$ cat src/rtl/rgb_sequencer_pkg.sv
// rgb_seq_pkg: shared types and constants for the RGB LED sequencer.
//   state_t      - sequencer FSM states (IDLE, RUN, HOLD)
//   STEP_COUNT   - number of steps in the colour pattern
//   DUR_W        - width of a step duration, in prescaler ticks
//   COLOR_TABLE  - {r,g,b} colour per step
//   DUR_TABLE    - step duration in ticks (0 is treated as 1)
package rgb_seq_pkg;

   localparam int STEP_COUNT = 8;
   localparam int DUR_W      = 4;

   typedef enum logic [1:0] {
      S_IDLE = 2'd0,
      S_RUN  = 2'd1,
      S_HOLD = 2'd2
   } state_t;

   localparam logic [2:0] COLOR_TABLE [STEP_COUNT] = '{
      3'b100, 3'b010, 3'b001, 3'b110, 3'b011, 3'b101, 3'b111, 3'b000
   };

   localparam logic [DUR_W-1:0] DUR_TABLE [STEP_COUNT] = '{
      4'd4, 4'd4, 4'd4, 4'd2, 4'd2, 4'd2, 4'd8, 4'd8
   };

   // A zero-length step would never terminate, so it is stretched to one tick.
   function automatic logic [DUR_W-1:0] eff_dur(input logic [DUR_W-1:0] dur);
      return (dur == '0) ? DUR_W'(1) : dur;
   endfunction

endpackage

$ cat src/rtl/rgb_sequencer_tick_prescaler.sv
// tick_prescaler: free-running p_tick_bit-wide counter producing a one-cycle
// tick every 2^p_tick_bit enabled clocks.
//   i_clk   - clock
//   i_rst   - synchronous active-high reset (counter to 0)
//   i_clr   - synchronous clear (counter to 0), wins over i_en
//   i_en    - count enable; counter frozen while low
//   o_tick  - high for the cycle in which the counter is all-ones and enabled;
//             the counter wraps to 0 on that same edge
module tick_prescaler #(
   parameter int p_tick_bit = 22
) (
   input  logic i_clk,
   input  logic i_rst,
   input  logic i_clr,
   input  logic i_en,
   output logic o_tick
);

   logic [p_tick_bit-1:0] cnt_q;
   logic [p_tick_bit-1:0] cnt_d;

   always_comb begin
      cnt_d  = cnt_q;
      o_tick = 1'b0;
      if (i_clr) begin
         cnt_d = '0;
      end else if (i_en) begin
         cnt_d  = cnt_q + p_tick_bit'(1);
         o_tick = &cnt_q;
      end
   end

   always_ff @(posedge i_clk) begin
      if (i_rst) begin
         cnt_q <= '0;
      end else begin
         cnt_q <= cnt_d;
      end
   end

endmodule

$ cat src/rtl/rgb_sequencer.sv
// rgb_sequencer: drives the board RGB LED through an eight-step colour
// pattern, each step held for a table-defined number of prescaler ticks.
//   p_tick_bit          - tick period is 2^p_tick_bit clocks (1..30)
//   p_loop              - 1: wrap step 7 -> 0 forever; 0: run once then idle
//   i_clk, i_rst        - clock, synchronous active-high reset
//   i_start             - one-cycle start request, ignored while busy
//   i_stop              - abort to idle, LEDs off, no done pulse
//   i_hold              - level; freezes the sequence on the current colour
//   o_led_r/g/b         - registered LED drives, 1 = on
//   o_busy              - high in RUN and HOLD
//   o_step              - current step index
//   o_done              - one-cycle pulse when a run-once sequence ends
module rgb_sequencer
   import rgb_seq_pkg::*;
#(
   parameter int p_tick_bit = 22,
   parameter int p_loop     = 1
) (
   input  logic       i_clk,
   input  logic       i_rst,
   input  logic       i_start,
   input  logic       i_stop,
   input  logic       i_hold,
   output logic       o_led_r,
   output logic       o_led_g,
   output logic       o_led_b,
   output logic       o_busy,
   output logic [2:0] o_step,
   output logic       o_done
);

   state_t            state_q, state_d;
   logic [2:0]        step_q, step_d;
   logic [DUR_W-1:0]  tick_cnt_q, tick_cnt_d;
   logic [2:0]        led_q, led_d;
   logic              busy_q, busy_d;
   logic              done_q, done_d;
   logic [DUR_W-1:0]  last_tick;
   logic              tick;

   // Prescaler only runs in RUN, so HOLD freezes it; it sits cleared in IDLE
   // so every start begins a full tick period.
   tick_prescaler #(
      .p_tick_bit (p_tick_bit)
   ) u_presc (
      .i_clk  (i_clk),
      .i_rst  (i_rst),
      .i_clr  (state_q == S_IDLE),
      .i_en   (state_q == S_RUN),
      .o_tick (tick)
   );

   always_comb begin
      state_d    = state_q;
      step_d     = step_q;
      tick_cnt_d = tick_cnt_q;
      done_d     = 1'b0;
      last_tick  = eff_dur(DUR_TABLE[step_q]) - DUR_W'(1);

      unique case (state_q)
         S_IDLE: begin
            if (i_start && !i_stop) begin
               state_d    = S_RUN;
               step_d     = 3'd0;
               tick_cnt_d = '0;
            end
         end
         S_RUN: begin
            if (i_stop) begin
               state_d    = S_IDLE;
               step_d     = 3'd0;
               tick_cnt_d = '0;
            end else if (i_hold) begin
               // A tick arriving with hold entry is dropped on purpose.
               state_d = S_HOLD;
            end else if (tick) begin
               if (tick_cnt_q == last_tick) begin
                  tick_cnt_d = '0;
                  if (step_q == 3'(STEP_COUNT - 1)) begin
                     step_d = 3'd0;
                     if (p_loop == 0) begin
                        state_d = S_IDLE;
                        done_d  = 1'b1;
                     end
                  end else begin
                     step_d = step_q + 3'd1;
                  end
               end else begin
                  tick_cnt_d = tick_cnt_q + DUR_W'(1);
               end
            end
         end
         S_HOLD: begin
            if (i_stop) begin
               state_d    = S_IDLE;
               step_d     = 3'd0;
               tick_cnt_d = '0;
            end else if (!i_hold) begin
               state_d = S_RUN;
            end
         end
         default: begin
            state_d    = S_IDLE;
            step_d     = 3'd0;
            tick_cnt_d = '0;
         end
      endcase

      // Outputs are derived from the next state so they register alongside it.
      busy_d = (state_d != S_IDLE);
      led_d  = busy_d ? COLOR_TABLE[step_d] : 3'b000;
   end

   always_ff @(posedge i_clk) begin
      if (i_rst) begin
         state_q    <= S_IDLE;
         step_q     <= 3'd0;
         tick_cnt_q <= '0;
         led_q      <= 3'b000;
         busy_q     <= 1'b0;
         done_q     <= 1'b0;
      end else begin
         state_q    <= state_d;
         step_q     <= step_d;
         tick_cnt_q <= tick_cnt_d;
         led_q      <= led_d;
         busy_q     <= busy_d;
         done_q     <= done_d;
      end
   end

   assign o_led_r = led_q[2];
   assign o_led_g = led_q[1];
   assign o_led_b = led_q[0];
   assign o_busy  = busy_q;
   assign o_step  = step_q;
   assign o_done  = done_q;

endmodule

$ cat config.mk
export PLATFORM = sky130hd
export DESIGN_NAME = rgb_sequencer
export DESIGN_NICKNAME = d
export VERILOG_FILES = /design/src/rtl/rgb_sequencer_pkg.sv /design/src/rtl/rgb_sequencer_tick_prescaler.sv /design/src/rtl/rgb_sequencer.sv
export SDC_FILE = /design/constraint.sdc
export NUM_CORES = 1
export LEC_CHECK = 0
export CORE_AREA = 5 5 61 63
export CTS_CLUSTER_SIZE = 16
export DETAILED_ROUTE_END_ITERATION = 6
export DIE_AREA = 0 0 66 68
export MAX_ROUTING_LAYER = met4
export PLACE_DENSITY = 0.86
export SYNTH_ARGS = -nofsm -noshare
export SYNTH_HDL_FRONTEND = slang
export SYNTH_SLANG_ARGS = --single-unit
$ cat constraint.sdc
create_clock -name i_clk -period 5.6 [get_ports i_clk]
set_input_delay 1.12 -clock i_clk [delete_from_list [all_inputs] [get_ports i_clk]]
set_output_delay 1.12 -clock i_clk [all_outputs]
set_load 0.05 [all_outputs]
# Yosys cells after proc, flatten, opt, wreduce, memory -nomap -nowiden

Memory sizes are Yosys's and may differ from the RTL's. A register that Yosys moved wholly into a read port is not among the register bits.
Cells that the tools add are included.

Output and inout bits: 8
Register bits: 32
Word-level logic and storage cells: 58
Bits of input ports: 5
ROM bits: 56
Memories: 2

Equal/unequal tests: 8
$lt $le $gt $ge: 1
Reductions and logical operators: 9
Bitwise operators: 3
Muxes and demuxes: 26
Add/subtract/negate cells: 4

Memories:

| name            | words | width | read ports | clocked after Yosys merged registers in | write ports | line                 | source |
|---|---|---|---|---|---|---|---|
| (no name shown) | 8     | 4     | 1          | 0                                       | 0           | rgb_sequencer.sv:58  | `last_tick = eff_dur(DUR_TABLE[step_q]) - DUR_W'(1);` |
| (no name shown) | 8     | 3     | 1          | 1                                       | 0           | rgb_sequencer.sv:111 | `led_d = busy_d ? COLOR_TABLE[step_d] : 3'b000;` |

Operators by type and width:

| cell                  | number |
|---|---|
| $mux 4                | 9 |
| $add 22x1->22 const B | 1 |
| $reduce_and 22->1     | 1 |
| $mux 3                | 7 |
| $pmux 4 s3            | 1 |
| $mux 2                | 5 |
| $pmux 3 s3            | 1 |
| $not 3->4             | 2 |
| $ne 3x3->1 const B    | 2 |
| $pmux 2 s3            | 1 |
| $add 4x1->4 const B   | 1 |
| $eq 4x4->1            | 1 |
| $ge 4x4->1 const B    | 1 |
| $logic_not 4->1       | 1 |
| $ne 2x2->1 const B    | 2 |
| $reduce_and 4->1      | 1 |
| $reduce_or 2->1       | 2 |
| $sub 4x1->4 const B   | 1 |
| $add 3x1->3 const B   | 1 |
| $eq 3x3->1 const B    | 1 |
| $eq 2x1->1 const B    | 1 |
| $eq 2x2->1 const B    | 1 |
| $logic_not 2->1       | 1 |
| $mux 1                | 2 |
| other kinds (4)       | 4 |

# Longest topological paths before layout

Word-level depth: 14
Mapped depth: 9
Gate-level depth less buffers: 8

# By module

From an unflattened synthesis, not the netlist that was laid out.

Cells, all modules: 246
Area total of the unflattened synthesis: 1994.4 µm²

Modules (own cells, without submodules):

| module         | cells an instance | instances | sequential area each (µm²) | area each (µm²) |
|---|---|---|---|---|
| tick_prescaler | 126               | 1         | 440.4                      | 1047.3 |
| rgb_sequencer  | 120               | 1         | 260.2                      | 947.2 |

# Least setup slack after synthesis

Ideal clock, no wire load.

Path type: input-to-reg
Start: input i_hold
End: register led_q[2]
Slack: 3.252 ns
Arrival time: 2.277 ns
Setup time: 0.072 ns
Path buffers: 0
Stages: 7
Data required time: 5.528 ns
Path through: nor2b_1 > nand4_1 > o21ai_1 > nand2_2 > o22a_1 > xnor2_1 > mux2i_1

Longest elaborated chain between the ends: 6
Elaborated cells between the ends (all ways): 12
Those cells by class: 8 x mux; 2 x bitwise; 2 x reduce/logical

Ends and longest elaborated chain:

| what                      | line                                     | source |
|---|---|---|
| from (decl)               | rgb_sequencer.sv:23                      | `input logic i_hold,` |
| $mux 2 (on tied branches) | rgb_sequencer.sv:98, rgb_sequencer.sv:73 |  |
| $mux 2 (on tied branches) | rgb_sequencer.sv:94, rgb_sequencer.sv:69 |  |
| $pmux 2 s3                | rgb_sequencer.sv:60                      | `unique case (state_q)` |
| $reduce_bool 2->1         | rgb_sequencer.sv:110                     | `busy_d = (state_d != S_IDLE);` |
| $not 1->1 (no line)       | -                                        |  |
| $reduce_or 2->1 (no line) | -                                        |  |
| to (decl)                 | rgb_sequencer.sv:35                      | `logic [2:0] led_q, led_d;` |

Parallel ways exist; a longest one is shown, timed or not.
A chain may end at the register's enable or synchronous reset.

# Final worst setup path

Start: register step_q[2] (netlist: o_step[2])
End: output o_step[2]

RTL lines:

| what                   | line                 | source |
|---|---|---|
| from (decl)            | rgb_sequencer.sv:33  | `logic [2:0] step_q, step_d;` |
| from (signal assigned) | rgb_sequencer.sv:124 | `step_q <= step_d;` |
| to (decl)              | rgb_sequencer.sv:28  | `output logic [2:0] o_step,` |

No word-level cell between the ends.

==> out/metrics.csv <==
stage;metric;value;unit
route;drt_iter0_drc;56;
layout;regArea;701;um2
timing;worst_pin_slew;0.590;ns
global_routing;grt_antenna_before_repair;0;
power_and_ir_drop;powerDensity;214;nW/um2
worst_hold_path;hp-class;flip-flop to flip-flop;
layout;finalNetCount;232;
cts;hold_buffers;0;
logic_synthesis;ys_warn_count;0;
logic_synthesis;synth_largest_area_cell;dfxtp_1;
layout;postLayoutCoreUtil;0.632;
route;vias;1461;
logic_synthesis;synth_area_leaders;dfxtp_1 (39%), nor2_1 (5.8%), xor2_1 (4.8%);
critical_path;worstSetupPathType;flip-flop to output pin;
cts;ctsResizeCount;0;
power_and_ir_drop;ir_drop;0.146;mV
floorplanning;start_util;0.569;
critical_path;worst_setup_path_start_kind;flip-flop;
cts;postCtsSetupRepairBufs;0;
cts;clk_pin_slew;0.10;ns
placement;post-dp-hpwl;2370;um
route;route.detailed.drc;0;
timing;maxSlewViolCount;0;
cts;clk_latency;0.32;ns
route;wirelength;3200;um
critical_path;critical_path_required;4.48;ns
timing;finalCriticalPeriod;2.72;ns
critical_path;cpMaxStageDelayCell;clkdlybuf4s50_1;
placement;gp_congestion;0.869;
logic_synthesis;synth.cell_area;1810;um2
floorplanning;io_pins;13;
logic_synthesis;postSynth.asyncResetShare;0;
critical_path;critPathMaxStageDelay;0.84;ns
cts;cts_tree;done;
timing;rsz0062_at_grt;false;
floorplanning;num_rows;21;
cts;clk_path_buf_depth;2;
logic_synthesis;synth_area_per_cell;8.58;um2
cts;numCtsBuffers;5;
logic_synthesis;yosysTopAreaCellShare;0.387;
power_and_ir_drop;p_leak;0.755;nW
run_status;status;finished, final reports clean;
floorplanning;dieArea;4490;um2
global_routing;grt_pass1_vias;1297;
floorplanning;die_x;66;um
run;cap_violations;0;
floorplanning;core;3180;um2
logic_synthesis;ys_ff_latch;35;
cts;cts-root-buf;clkbuf_4;
layout;final_layout_size_suffix_gt1_frac;0.0982;
global_routing;grt_max_degree;14;
global_routing;grt_pass1_wl;5600;um
route;dr.pass1.iters;4;
logic_synthesis;synthFlopType;dfxtp_1;
layout;diodes;0;
logic_synthesis;synth_cells;211;
timing;clock-skew-final;0.00257;ns
logic_synthesis;synth.distinct_cells;49;
timing;fmax;0.367;GHz
route;detail-route-antenna-nets;0;
critical_path;cp_max_fo;7;
layout;area_growth;10.9;%
logic_synthesis;synth_edf_count;0;
power_and_ir_drop;power;0.000429;W
cts;cts_sinks;35;
layout;n_fill_cell;258;
timing;tns;0;ns
critical_path;crit_arrival;1.60;ns
timing;final-setup-viol-count;0;
timing;post-route-period-util;0.487;
critical_path;critPathCaptureType;output pin;
timing;max_slew_margin;0.606;
critical_path;crit_path_cell_trace;clkdlybuf4s50_1;
global_routing;track_usage;0.163;
timing;timing.hold.ws;0.494;ns
placement;io_buffers;11;
cts;cts_max_level;2;
critical_path;worstPathBufferInverterCount;1;
floorplanning;die_h;68;um
layout;multiInputGateArea;1030;um2
global_routing;grt_overflow;0;
timing;hold_violations;0;
route;wl_per_cell;11.9;um
logic_synthesis;synth_seq_area_share;0.387;
logic_synthesis;synth_nets;220;
route;viasPerCell;5.41;
critical_path;cp_top_family;buffers and inverters;
kinds of logic (layout without fill, tap and decap cells):
group / count (synthesis) / after routing / share of synthesized area
and+or+nand+nor: 101 / 101 / 0.326
other: 1 / 1 / 0.00207
adders and majority gates: 4 / 4 / 0.0276
muxes: 3 / 3 / 0.0187
DFF: 35 / 35 / 0.387
xor gates and xnor gates: 17 / 17 / 0.0822
buffers and inverters: 17 / 30 / 0.0463
AOI/OAI and AO/OA: 33 / 33 / 0.110
layout by cell type (no fill, tap or decap), drive strengths merged, types with 3 or more instances in the layout:
cell           netlist  routed
nand2               17      17
nor2                29      29
dfxtp               35      35
a21oi               13      13
nor3                 6       6
nor2b                9       9
xnor2                7       7
or3                  3       3
and4                 3       3
clkbuf               2       8
ha                   4       4
and3                 4       4
nand3               10      10
nand4                5       5
o21ai               10      10
inv                 10      10
xor2                10      10
or4                  3       3
nand2b               6       6
mux2i                3       3
clkdlybuf4s50        0      11
worst paths after layout:
kind	start	end	slack [ns]	cells past startpoint
max	o_step[2]	o_step[2]	2.88	1
min	u_presc.cnt_q[9]	u_presc.cnt_q[9]	0.49	2
max reg2reg	state_q[0]	led_q[2]	3.35	7
min reg2reg	u_presc.cnt_q[9]	u_presc.cnt_q[9]	0.49	2
stage by stage:
step                      setup WS (ns)  instances  cell area [um2]
final                              2.88        270             2010
after global routing               2.79        270             2010
after CTS                          2.86        270             2010
after detailed placement           2.63        262             1940
after global placement             2.67        262             1940
after floorplan                    3.25        211             1810
cell type report:
class | count | share of cell area
clock buffer | 8 | 0.0343
sequential | 35 | 0.349
tap | 46 | 0.0287
timing repair buffer | 12 | 0.0586
multi-input combinational | 159 | 0.511
inverter | 10 | 0.0187
synthesized netlist by cell type, types with 4 or more instances:
library cell and instances:
a21oi_1 13, dfxtp_1 35, ha_1 4, inv_1 10, nand2_1 15, nand2b_1 5
nand3_1 9, nand4_1 4, nor2_1 28, nor2b_1 9, nor3_1 6, o21ai_0 7
xnor2_1 7, xor2_1 10
sequential cells by signal, summed over array words and instances, names as in the netlist:
name and flops:
o_busy 1, tick_cnt_q 4, state_q 2, u_presc.cnt_q 22
o_step 3, led_q 3
power by group:
group | total (W) | internal [W] | switching, W
registers | 0.000252 | 0.000250 | 0.00000198
logic | 0.0000240 | 0.00000845 | 0.0000156
clock network | 0.000153 | 0.0000739 | 0.0000787
routing by layer:
layer	global-route usage	vias to the layer above	wire length [um]
li1	-	743	-
met2	0.258	34	1510
met3	0.0296	4	112
met4	0.0685	0	49
met5	-	-	0
met1	0.207	680	1540
(Power assumes the default switching activity.)
